--- src/rtl/obj_func_pkg.sv ---
// Shared types for the obj_func host-side result collector.
package obj_func_pkg;

    typedef enum logic [1:0] {
        IDLE    = 2'd0,
        KICK    = 2'd1,
        COLLECT = 2'd2,
        DONE    = 2'd3
    } collect_state_t;

    localparam int NUM_GRAD_DEFAULT = 10;

    // Read address spans f (0) plus one slot per gradient element.
    function automatic int addr_w(input int num_grad);
        return $clog2(num_grad + 1);
    endfunction

    localparam int ADDR_W = addr_w(NUM_GRAD_DEFAULT);

endpackage

--- src/rtl/obj_result_collector.sv ---
// Host-side reader for obj_func: kicks a run, captures f and the gradient stream, serves reads.
// Optional COLLECT watchdog enabled by defining OBJ_COLLECT_TIMEOUT_EN.
module obj_result_collector
    import obj_func_pkg::*;
#(
    parameter int DATA_WIDTH  = 32,
    parameter int NUM_GRAD    = NUM_GRAD_DEFAULT,
    parameter int TIMEOUT_CYC = 4096
) (
    input  logic                               clk,
    input  logic                               rst,
    input  logic                               start,
    output logic                               busy,
    output logic                               done,
    output logic                               op_objfunc,
    input  logic                               valid_objfuncf,
    input  logic [DATA_WIDTH-1:0]              result_objfuncf,
    input  logic                               valid_objgradf,
    input  logic [DATA_WIDTH-1:0]              result_objgradf,
    input  logic                               flagover_objgradf,
    output logic [$clog2(NUM_GRAD+1)-1:0]      grad_count,
    output logic                               err_overflow,
    output logic                               err_timeout,
    input  logic                               rd_en,
    input  logic [$clog2(NUM_GRAD+1)-1:0]      rd_addr,
    output logic                               rd_valid,
    output logic [DATA_WIDTH-1:0]              rd_data
);

    localparam int AW = addr_w(NUM_GRAD);

    collect_state_t state_q, state_nx;

    logic                  f_seen, grad_end, overflow_q, timeout_q;
    logic [AW-1:0]         count_q;
    logic                  accept, in_collect, full, complete, timeout_hit;
    logic [DATA_WIDTH-1:0] f_q;
    logic [DATA_WIDTH-1:0] grad_q [NUM_GRAD];
    logic [DATA_WIDTH-1:0] rd_word;
    logic                  rd_vld_p1;
    logic [DATA_WIDTH-1:0] rd_data_p1;

    assign accept     = start && (state_q == IDLE || state_q == DONE);
    assign in_collect = (state_q == COLLECT);
    assign full       = (count_q == AW'(NUM_GRAD));
    // Completion looks at this cycle's strobes so f and flagover may land together in either order.
    assign complete   = in_collect && (f_seen || valid_objfuncf) && (grad_end || flagover_objgradf);

`ifdef OBJ_COLLECT_TIMEOUT_EN
    localparam int TW = $clog2(TIMEOUT_CYC + 1);
    logic [TW-1:0] tmo_cnt;

    always_ff @(posedge clk or negedge rst) begin
        if (!rst)            tmo_cnt <= '0;
        else if (!in_collect) tmo_cnt <= '0;
        else                 tmo_cnt <= tmo_cnt + 1'b1;
    end

    assign timeout_hit = in_collect && (tmo_cnt == TW'(TIMEOUT_CYC - 1));
`else
    assign timeout_hit = 1'b0;
`endif

    always_ff @(posedge clk or negedge rst) begin
        if (!rst) state_q <= IDLE;
        else      state_q <= state_nx;
    end

    always_comb begin
        state_nx = state_q;
        unique case (state_q)
            IDLE:    if (start) state_nx = KICK;
            KICK:    state_nx = COLLECT;
            COLLECT: if (complete || timeout_hit) state_nx = DONE;
            DONE:    if (start) state_nx = KICK;
            default: state_nx = IDLE;
        endcase
    end

    // Run bookkeeping is cleared on the accepted start so KICK already shows a fresh run.
    always_ff @(posedge clk or negedge rst) begin
        if (!rst) begin
            f_seen     <= 1'b0;
            grad_end   <= 1'b0;
            count_q    <= '0;
            overflow_q <= 1'b0;
            timeout_q  <= 1'b0;
        end else if (accept) begin
            f_seen     <= 1'b0;
            grad_end   <= 1'b0;
            count_q    <= '0;
            overflow_q <= 1'b0;
            timeout_q  <= 1'b0;
        end else if (in_collect) begin
            if (valid_objfuncf)            f_seen     <= 1'b1;
            if (valid_objgradf && !full)   count_q    <= count_q + 1'b1;
            if (valid_objgradf && full)    overflow_q <= 1'b1;
            if (flagover_objgradf)         grad_end   <= 1'b1;
            if (timeout_hit && !complete)  timeout_q  <= 1'b1;
        end
    end

    always_ff @(posedge clk) begin
        if (in_collect && valid_objfuncf)          f_q            <= result_objfuncf;
        if (in_collect && valid_objgradf && !full) grad_q[count_q] <= result_objgradf;
    end

    always_comb begin
        rd_word = '0;
        if (!busy) begin
            if (rd_addr == '0)
                rd_word = f_q;
            else if (rd_addr <= AW'(NUM_GRAD) && rd_addr <= count_q)
                rd_word = grad_q[rd_addr - 1'b1];
        end
    end

    // read stage p1
    always_ff @(posedge clk or negedge rst) begin
        if (!rst) begin
            rd_vld_p1  <= 1'b0;
            rd_data_p1 <= '0;
        end else begin
            rd_vld_p1  <= rd_en;
            rd_data_p1 <= rd_en ? rd_word : '0;
        end
    end

    assign busy         = (state_q == KICK) || (state_q == COLLECT);
    assign done         = (state_q == DONE);
    assign op_objfunc   = (state_q == KICK);
    assign grad_count   = count_q;
    assign err_overflow = overflow_q;
    assign err_timeout  = timeout_q;
    assign rd_valid     = rd_vld_p1;
    assign rd_data      = rd_data_p1;

endmodule
--- config.mk ---
export PLATFORM = sky130hd
export DESIGN_NAME = obj_result_collector
export DESIGN_NICKNAME = d
export VERILOG_FILES = /design/src/rtl/obj_func_pkg.sv /design/src/rtl/obj_result_collector.sv
export SDC_FILE = /design/constraint.sdc
export NUM_CORES = 1
export LEC_CHECK = 0
export ABC_AREA = 1
export CAP_MARGIN = 20
export CORE_MARGIN = 2
export CORE_UTILIZATION = 35
export CTS_CLUSTER_DIAMETER = 30
export DETAILED_ROUTE_END_ITERATION = 8
export GPL_ROUTABILITY_DRIVEN = 0
export GPL_TIMING_DRIVEN = 0
export PLACE_DENSITY = 0.51
export SLEW_MARGIN = 20
export SYNTH_ARGS = -nofsm -noshare
export SYNTH_HDL_FRONTEND = slang
export SYNTH_SLANG_ARGS = --single-unit
--- constraint.sdc ---
create_clock -name clk -period 4.4 [get_ports clk]
set_clock_uncertainty 0.2 [all_clocks]
set_input_delay 0.44 -clock clk [delete_from_list [all_inputs] [get_ports clk]]
set_output_delay 0.44 -clock clk [all_outputs]
set_load 0.005 [all_outputs]
Word level (Yosys, flattened, before mapping)
Memory sizes are Yosys's and may differ from the RTL's.
Index checks and enable logic that the tools add are counted.
{"block": "totals", "mem_bits_rw": 320, "out_inout_bits": 42, "register_bits": 74, "mem_count": 1, "inputBits": 75, "wordCells": 67}
{"name": "grad_q", "depth": 10, "width": 32, "rd": 1, "rd_ports_with_merged_regs": 0, "wr": 1, "line_no": "obj_result_collector.sv:38", "source": "logic [DATA_WIDTH-1:0] grad_q [NUM_GRAD];"}
{"block": "classes", "n_addsub": 2, "n_eq_ne": 6, "n_reduce_logical": 27, "muxes": 21, "magnitude_cmp": 2}
{"op": "$mux 32", "count": 4}
{"op": "$mux 4", "count": 3}
{"op": "$mux 1", "count": 11}
{"op": "$reduce_and 2->1", "count": 5}
{"op": "$reduce_bool 2->1", "count": 5}
{"op": "$logic_and 1x1->1", "count": 9}
{"op": "$pmux 2 s3", "count": 1}
{"op": "$add 4x1->4 const B", "count": 1}
{"op": "$eq 2x2->1 const B", "count": 2}
{"op": "$eq 4x4->1 const B", "count": 1}
{"op": "$le 4x4->1", "count": 1}
{"op": "$le 4x4->1 const B", "count": 1}
{"op": "$logic_not 4->1", "count": 1}
{"op": "$logic_or 1x1->1", "count": 4}
{"op": "$mux 2", "count": 2}
{"op": "$ne 2x1->1 const B", "count": 2}
{"op": "$sub 4x1->4 const B", "count": 1}
{"op": "$eq 2x1->1 const B", "count": 1}
{"op": "$logic_not 2->1", "count": 1}
{"op": "$reduce_or 2->1", "count": 1}
{"op": "$logic_not 1->1", "count": 1}

Logic depth before layout (Yosys ltp)
Gate-level depths: netlist of run 1.
{"block": "depth", "ltp_word": 6, "depth_mapped": 16, "depth_no_buf": 12}

Worst setup path after synthesis of run 1
Ideal clock, no wire load.
{"block": "synth_timing", "path_type": "reg-to-reg", "from": "reg state_q[0]", "to": "mem grad_q[8][0] (enable)", "t_required_ps": 3739, "stages_incl_launch_ff": 7, "t_arrival_ps": 3153, "path_slack_ps": 585, "setup_time_ps": 461, "synth_period_minus_slack_ps": 3815, "path_buffers": 0, "path_cell_list": "dfrtp_1 inv_1 ha_1 nand2_1 inv_1 nand2_2 nor3_1"}
{"block": "synth_between", "elab_chain_cells": 5}
{"element": "start, declared", "line_no": "obj_result_collector.sv:32", "source": "collect_state_t state_q, state_nx;"}
{"element": "start signal, assigned", "line_no": "obj_result_collector.sv:66", "source": "else state_q <= state_nx;"}
{"element": "$eq 2x2->1", "line_no": "obj_result_collector.sv:44", "source": "assign in_collect = (state_q == COLLECT);"}
{"element": "$logic_and 1x1->1 (2 in series)", "line_no": "obj_result_collector.sv:105", "source": "if (in_collect && valid_objgradf && !full) grad_q[count_q] <= result_objgradf;"}
{"element": "$mux 1", "line_no": "obj_result_collector.sv:105"}
{"element": "$mux 1 (implied by the code)", "line_no": "obj_result_collector.sv:105"}
{"element": "end, declared", "line_no": "obj_result_collector.sv:38"}
Every way passes these cells.

Final worst setup path of run 1
{"block": "layout_timing", "from": "in rd_addr[0]", "to": "reg rd_data_p1[6] (netlist: rd_data[6])"}
{"block": "layout_between", "elab_chain_cells": 6, "elab_cells_between_ends": 10, "cone_classes": "add/sub: 1; order compare: 2; mux: 4; reduce/logical: 2; memory: 1"}
{"element": "start, declared", "line_no": "obj_result_collector.sv:25", "source": "input logic [$clog2(NUM_GRAD+1)-1:0] rd_addr,"}
{"element": "$sub 4x1->4 or $le 4x4->1 (tied branches)", "line_no": "obj_result_collector.sv:114, obj_result_collector.sv:113"}
{"element": "$mem_v2 10x32 or $logic_and 1x1->1 (tied branches)"}
{"element": "$mux 32", "line_no": "obj_result_collector.sv:113", "source": "else if (rd_addr <= AW'(NUM_GRAD) && rd_addr <= count_q)"}
{"element": "$mux 32 *", "line_no": "obj_result_collector.sv:111", "source": "if (rd_addr == '0)"}
{"element": "$mux 32 *", "line_no": "obj_result_collector.sv:110", "source": "if (!busy) begin"}
{"element": "$mux 32 *", "line_no": "obj_result_collector.sv:125", "source": "rd_data_p1 <= rd_en ? rd_word : '0;"}
{"element": "end signal, assigned", "line_no": "obj_result_collector.sv:125"}
{"element": "end, declared", "line_no": "obj_result_collector.sv:41", "source": "logic [DATA_WIDTH-1:0] rd_data_p1;"}
Every way passes the cells marked *; elsewhere a longest branch is shown, timed or not.
A chain may end at the register's enable or synchronous reset.

==> flow_summary.json, run 1 <==
{
  "crit_path_max_fanout": 13,
  "slew_headroom_pct": 43.1,
  "use_met1_pct": 24.5,
  "status": "finished clean",
  "pre_cts_ws_ns": 0.832,
  "crit_path_cell_trace": "buf_6 -> inv_4 -> buf_6 -> buf_4 -> ha_1 -> nand2_1 -> inv_1 -> clkbuf_1 -> nand2_1 -> a21oi_1",
  "cp-end-kind": "flip-flop",
  "cp.required_ns": 4.68,
  "busiest_layer": "met2",
  "drv_cap": 0,
  "p_seq_share_pct": 35.8,
  "setup_viol": 0,
  "synth_fp_nets": 1432,
  "met2_usage_pct": 30.2,
  "detail_route.drc_violations": 0,
  "syn_to_final_growth_pct": 34.2,
  "nets": 1680,
  "num_rows": 78,
  "postRouteAntennaNets": 0,
  "grt_pass1_vias": 10821,
  "r2r_start": "state_q[0]",
  "grt_use_total_pct": 18.8,
  "p_leak_nw": 8.22,
  "hpwl_um": 29400,
  "yosysWarnings": 0,
  "setup_ws_ns": 1.45,
  "final.min_clock_period_ns": 2.95,
  "synthCells": 1342,
  "nFillCells": 4134,
  "rrSetupSlack_ns": 1.52,
  "vias": 10881,
  "r2r_cells": 9,
  "grt_pass1_wl_um": 65900,
  "powerDensity_mw_per_mm2": 569,
  "cts_buffer_depth": 3,
  "crit_arrival_ns": 3.23,
  "hold_path.class": "in -> reg",
  "clk_pin_slew_ns": 0.05,
  "ctsResizeCount": 0,
  "postLayoutCoreUtil_pct": 47.4,
  "grt_overflow": 0,
  "worstHoldPathCells": 1,
  "antenna_found_initial": 1,
  "cts_tree": "done",
  "synthDistinctLibCells": 24,
  "irDropWorstVdd_uv": 293,
  "holdPathEnd": "rd_valid",
  "final_cell_mix": "nand2_1 (403), edfxtp_1 (352), nand3_1 (258)",
  "portBuffers": 114,
  "yosysSeqAreaShare_pct": 73.0,
  "dp_cells": 2092,
  "drt-initial-drc-count": 894,
  "timing.rr.end": "grad_q[8][5]",
  "drt-total-wl_um": 43700,
  "p_int_w": 0.00927,
  "drv_slew": 0,
  "p_sw_w": 0.00289,
  "critPathLaunch": "rd_addr[0]",
  "routed_via_density": 4.79,
  "die_w_um": 217,
  "num_io_pins": 117,
  "final_common_cell": "nand2_1",
  "ys_seq_elements": 394,
  "rsz0062_at_grt": "false",
  "cts_root_buf": "clkbuf_16",
  "cts_sinks": 394,
  "groute.layer.met3.usage_pct": 5.23,
  "cts_buffers": 95,
  "clock_latency_ns": 0.61,
  "slowest_delay_ns": 0.69,
  "dieArea_mm2": 0.0472,
  "hold_violations": 0,
  "fin_crit_sh_pct": 67.0,
  "syn_area_mm2": 0.0159,
  "start_kind": "input pin",
  "grt_max_degree": 43,
  "h-tree-depth": 3,
  "syn_area_per_cell_um2": 11.9,
  "design.core.area_mm2": 0.0451,
  "layout-drive-gt1-share_pct": 15.2,
  "pwr-share-comb_pct": 9.2,
  "p_sw_share_pct": 23.8,
  "worstMarginPinSlew_ns": 0.854,
  "cpMaxStageDelayCell": "clkbuf_1",
  "drtPass1Iterations": 5,
  "wl_per_cell_um": 19.3,
  "num_antenna_cells": 0,
  "path_class": "in -> reg",
  "min-delay-start": "rd_en",
  "start_util_pct": 35.3,
  "clockPowerShare_pct": 55.0,
  "fin_cells": 2270,
  "die_height_um": 217,
  "hold_slack_ns": 0.113,
  "clock.fmax_ghz": 0.339
}
==> metrics by stage <==
step	total power (W)	setup TNS (ns)	area [µm²]
2_1_floorplan	0.00496	0	15900
3_3_place_gp	0.00549	-511.01	17800
3_5_place_dp	0.00554	0	18200
4_1_cts	0.0123	0	21400
5_1_grt	0.0126	0	21400
6_report	0.0122	0	21400
==> timing repair <==
| item | CTS | global route |
|---|---|---|
| buffers inserted | 0 | 0 |
| endpoints found under the setup margin | 0 | 0 |
| hold buffers | 1 | 0 |
| hold endpoints to repair | 42 | 0 |
==> how the worst max path moves through the flow <==
stage	endpoint	slack, ns	cells after the start
3_5_place_dp	rd_data[6]	0.83	10
4_1_cts	rd_data[6]	1.46	10
2_1_floorplan	grad_q[8][0]	0.59	6
6_report	rd_data[6]	1.45	10
3_3_place_gp	grad_q[5][5]	-2.11	5
5_1_grt	grad_q[7][27]	1.29	9
==> synth_stat cells (all sizes together) <==
cell      n  area (µm²)
a21oi    35         175
edfxtp  352       10600
a211oi    1        7.51
nor3      9        45.0
xor2      1        8.76
dfrtp    42        1050
inv      58         220
buf      59         354
ha       15         188
o21ai    40         200
a31oi     1        6.26
xnor2     1        16.3
nand3   259        1300
conb      1        3.75
clkbuf   17        63.8
nor2     46         173
nand2   405        1530
==> layout make-up <==
type	count	area, µm²	share of cell area, %
inverters	58	220	1.03
multi-input cells	814	3700	17.4
plain buffers	76	418	1.96
clock buffers	114	2560	12.0
flip-flops and latches	394	11600	54.4
repair buffers	151	1510	7.05
clock inverters	63	569	2.67
well taps	600	751	3.52
==> sequential cells by signal, indices dropped and copies added, names as in the netlist <==
name and cells:
err_overflow 1, grad_count 4, f_q 32, rd_data 32, f_seen 1, state_q 2
grad_q 320, rd_valid 1, grad_end 1
==> critical path: cells and delay by family <==
family / cells / cell delay [ns]
compound gates: 1 / 0.34
fa+ha+maj: 1 / 0.18
buf+inv: 6 / 1.75
simple gates: 2 / 0.48
==> power groups by stage <==
stage,sequential (W),clock (W),combinational [W]
3_3_place_gp,0.00443,0,0.00107
5_1_grt,0.00436,0.00700,0.00124
4_1_cts,0.00435,0.00678,0.00114
3_5_place_dp,0.00441,0,0.00113
6_report,0.00435,0.00669,0.00112
2_1_floorplan,0.00441,0,0.000546
==> routing by layer <==
layer	up-vias	wire (µm)	part of all wire, %
met5	-	0	0
met4	0	1030	2.4
met3	78	2810	6.4
met2	334	20700	47
met1	5267	19200	44
li1	5202	-	-
==> cell families after synthesis <==
kind of cell               count (synthesis)  synth area share (%)
buffers and inverters                    134                  4.01
and+or+nand+nor                          719                  19.1
other                                      1                0.0236
xor gates and xnor gates                   2                 0.157
adders and majority gates                 15                  1.18
DFF                                      394                  73.0
AOI/OAI and AO/OA                         77                  2.45
(Power assumes the default switching activity.)
==> run 2, diff against run 1 <==
--- a/config.mk
+++ b/config.mk
@@ -13,7 +13,7 @@
 export DETAILED_ROUTE_END_ITERATION = 8
 export GPL_ROUTABILITY_DRIVEN = 0
 export GPL_TIMING_DRIVEN = 0
-export PLACE_DENSITY = 0.51
+export PLACE_DENSITY = 0.53
 export SLEW_MARGIN = 20
 export SYNTH_ARGS = -nofsm -noshare
 export SYNTH_HDL_FRONTEND = slang
==> constraint.sdc (replaced) <==
create_clock -name clk -period 2.5 [get_ports clk]
set_clock_uncertainty 0.2 [all_clocks]
set_input_delay 0.25 -clock clk [delete_from_list [all_inputs] [get_ports clk]]
set_output_delay 0.25 -clock clk [all_outputs]
set_load 0.005 [all_outputs]
==> run 2 against run 1 <==
  * Sequential share of layout area is 2.5 points lower
  * Largest power group unchanged
  * Clock-buffer cell count is 8 higher
  * Highest routed layer unchanged
  * Critical endpoint is now busy
  * Combinational power is 87% higher
  * Total power is 93% higher
  * Critical path type is now reg -> out
  * Global-route usage is 0.22 points higher
==> flow_summary.json, run 2 (same netlist as run 1, synthesis figures left out) <==
{
  "grt_pass1_wl_um": 66900,
  "drv_cap": 0,
  "timing.rr.end": "grad_q[7][22]",
  "rsz0062_at_grt": "false",
  "drt-initial-drc-count": 864,
  "largest_reg_flops": 320,
  "grt_use_total_pct": 19.0,
  "pwr-share-comb_pct": 8.9,
  "status": "finished clean",
  "crit_arrival_ns": 1.95,
  "wl_per_cell_um": 19.1,
  "clock.fmax_ghz": 0.416,
  "setup_ws_ns": 0.0952,
  "hold_slack_ns": 0.0115,
  "dp_cells": 2079,
  "p_int_w": 0.0182,
  "cp.required_ns": 2.05,
  "hpwl_um": 28500,
  "grt_overflow": 0,
  "r2r_start": "state_q[0]",
  "clockPowerShare_pct": 58.5,
  "cts_tree": "done",
  "hold_violations": 0,
  "rrSetupSlack_ns": 0.11,
  "slew_headroom_pct": 51.0,
  "h-tree-depth": 3,
  "p_leak_nw": 8.64,
  "dieArea_mm2": 0.0472,
  "vias": 11069,
  "r2r_cells": 10,
  "pre_cts_ws_ns": -0.745,
  "nets": 1708,
  "hold_path.class": "in -> async",
  "irDropWorstVdd_uv": 747,
  "final.min_clock_period_ns": 2.40,
  "drv_slew": 0,
  "layout-drive-gt1-share_pct": 16.4,
  "die_height_um": 217,
  "drt-total-wl_um": 44100,
  "postRouteAntennaNets": 0,
  "fin_cells": 2303,
  "antenna_found_initial": 0,
  "detail_route.drc_violations": 0,
  "p_seq_share_pct": 32.6,
  "grt_pass1_vias": 11410,
  "num_rows": 78,
  "worstMarginPinSlew_ns": 0.735,
  "setup_viol": 0,
  "drtPass1Iterations": 5,
  "num_antenna_cells": 0,
  "final_common_cell": "nand2_1",
  "cts_sinks": 394,
  "fin_crit_sh_pct": 96.2,
  "start_util_pct": 35.3,
  "cts_buffers": 99,
  "syn_to_final_growth_pct": 40.8,
  "crit_path_max_fanout": 5,
  "die_w_um": 217,
  "grt_max_degree": 43,
  "cts_root_buf": "clkbuf_16",
  "powerDensity_mw_per_mm2": 1050,
  "start_kind": "flip-flop",
  "top_register": "grad_q",
  "cp-end-kind": "output pin",
  "design.core.area_mm2": 0.0451,
  "cts_buffer_depth": 3,
  "path_class": "reg -> out",
  "routed_via_density": 4.81,
  "clk_pin_slew_ns": 0.05,
  "p_sw_w": 0.00536,
  "num_io_pins": 117,
  "portBuffers": 114,
  "final_cell_mix": "nand2_1 (402), edfxtp_1 (352), nand3_1 (258)",
  "clock_latency_ns": 0.62,
  "p_sw_share_pct": 22.8
}
run 2: worst max-delay path: stages, from the launching register on:
cell	delay, ns
dfrtp_1	0.42
inv_1	0.08
ha_2	0.28
inv_1	0.08
clkdlybuf4s50_1	0.49
run 2: routing by layer:
| layer | track usage, % | wire (µm) |
|---|---|---|
| met4 | 7.53 | 1200 |
| met1 | 24.3 | 19000 |
| met3 | 4.39 | 2380 |
| met5 | 0 | 0 |
| met2 | 31.3 | 21500 |
run 2: what timing repair did:
| item | CTS | global route |
|---|---|---|
| endpoints found under the setup margin | 214 | 61 |
| buffers inserted | 6 | 0 |
| resized for setup | 7 | 13 |
| pin swaps | 5 | 0 |
| hold endpoints to repair | 73 | 0 |
| hold buffers | 32 | 0 |
run 2: power groups by stage:
| stage | clock [W] | combinational [W] | sequential, W |
|---|---|---|---|
| 3_5_place_dp | 0 | 0.00202 | 0.00777 |
| 3_3_place_gp | 0 | 0.00190 | 0.00778 |
| 5_1_grt | 0.0143 | 0.00232 | 0.00768 |
| 4_1_cts | 0.0139 | 0.00211 | 0.00766 |
| 6_report | 0.0138 | 0.00209 | 0.00766 |
| 2_1_floorplan | 0 | 0.000981 | 0.00776 |
run 2: area by class of cell:
type / count / area, µm²
clock inverter: 64 / 983
tap: 600 / 751
fill: 3971 / 22700
clock buffer: 122 / 2680
timing repair buffer: 175 / 1930
sequential: 394 / 11600
buffer: 76 / 430
multi-input combinational: 814 / 3780
inverter: 58 / 220
run 2: per-stage QoR:
step | cell area (µm²) | power [W] | setup TNS, ns | utilization [%]
floorplan | 16000 | 0.00874 | -90.70 | -
global placement | 17900 | 0.00968 | -534.80 | 39.6
detailed placement | 18300 | 0.00979 | -64.29 | 40.6
CTS | 22400 | 0.0237 | 0 | 49.6
global route | 22400 | 0.0243 | 0 | 49.7
finish | 22400 | 0.0235 | 0 | 49.7
run 2: how the worst max path moves through the flow:
stage,from,to,depth (start not counted)
2_1_floorplan,state_q[0],grad_q[0][0],6
3_3_place_gp,valid_objgradf,grad_q[8][18],5
3_5_place_dp,rd_addr[0],rd_data[14],10
4_1_cts,state_q[0],busy,4
5_1_grt,rd_addr[1],rd_data[14],10
6_report,state_q[0],busy,4
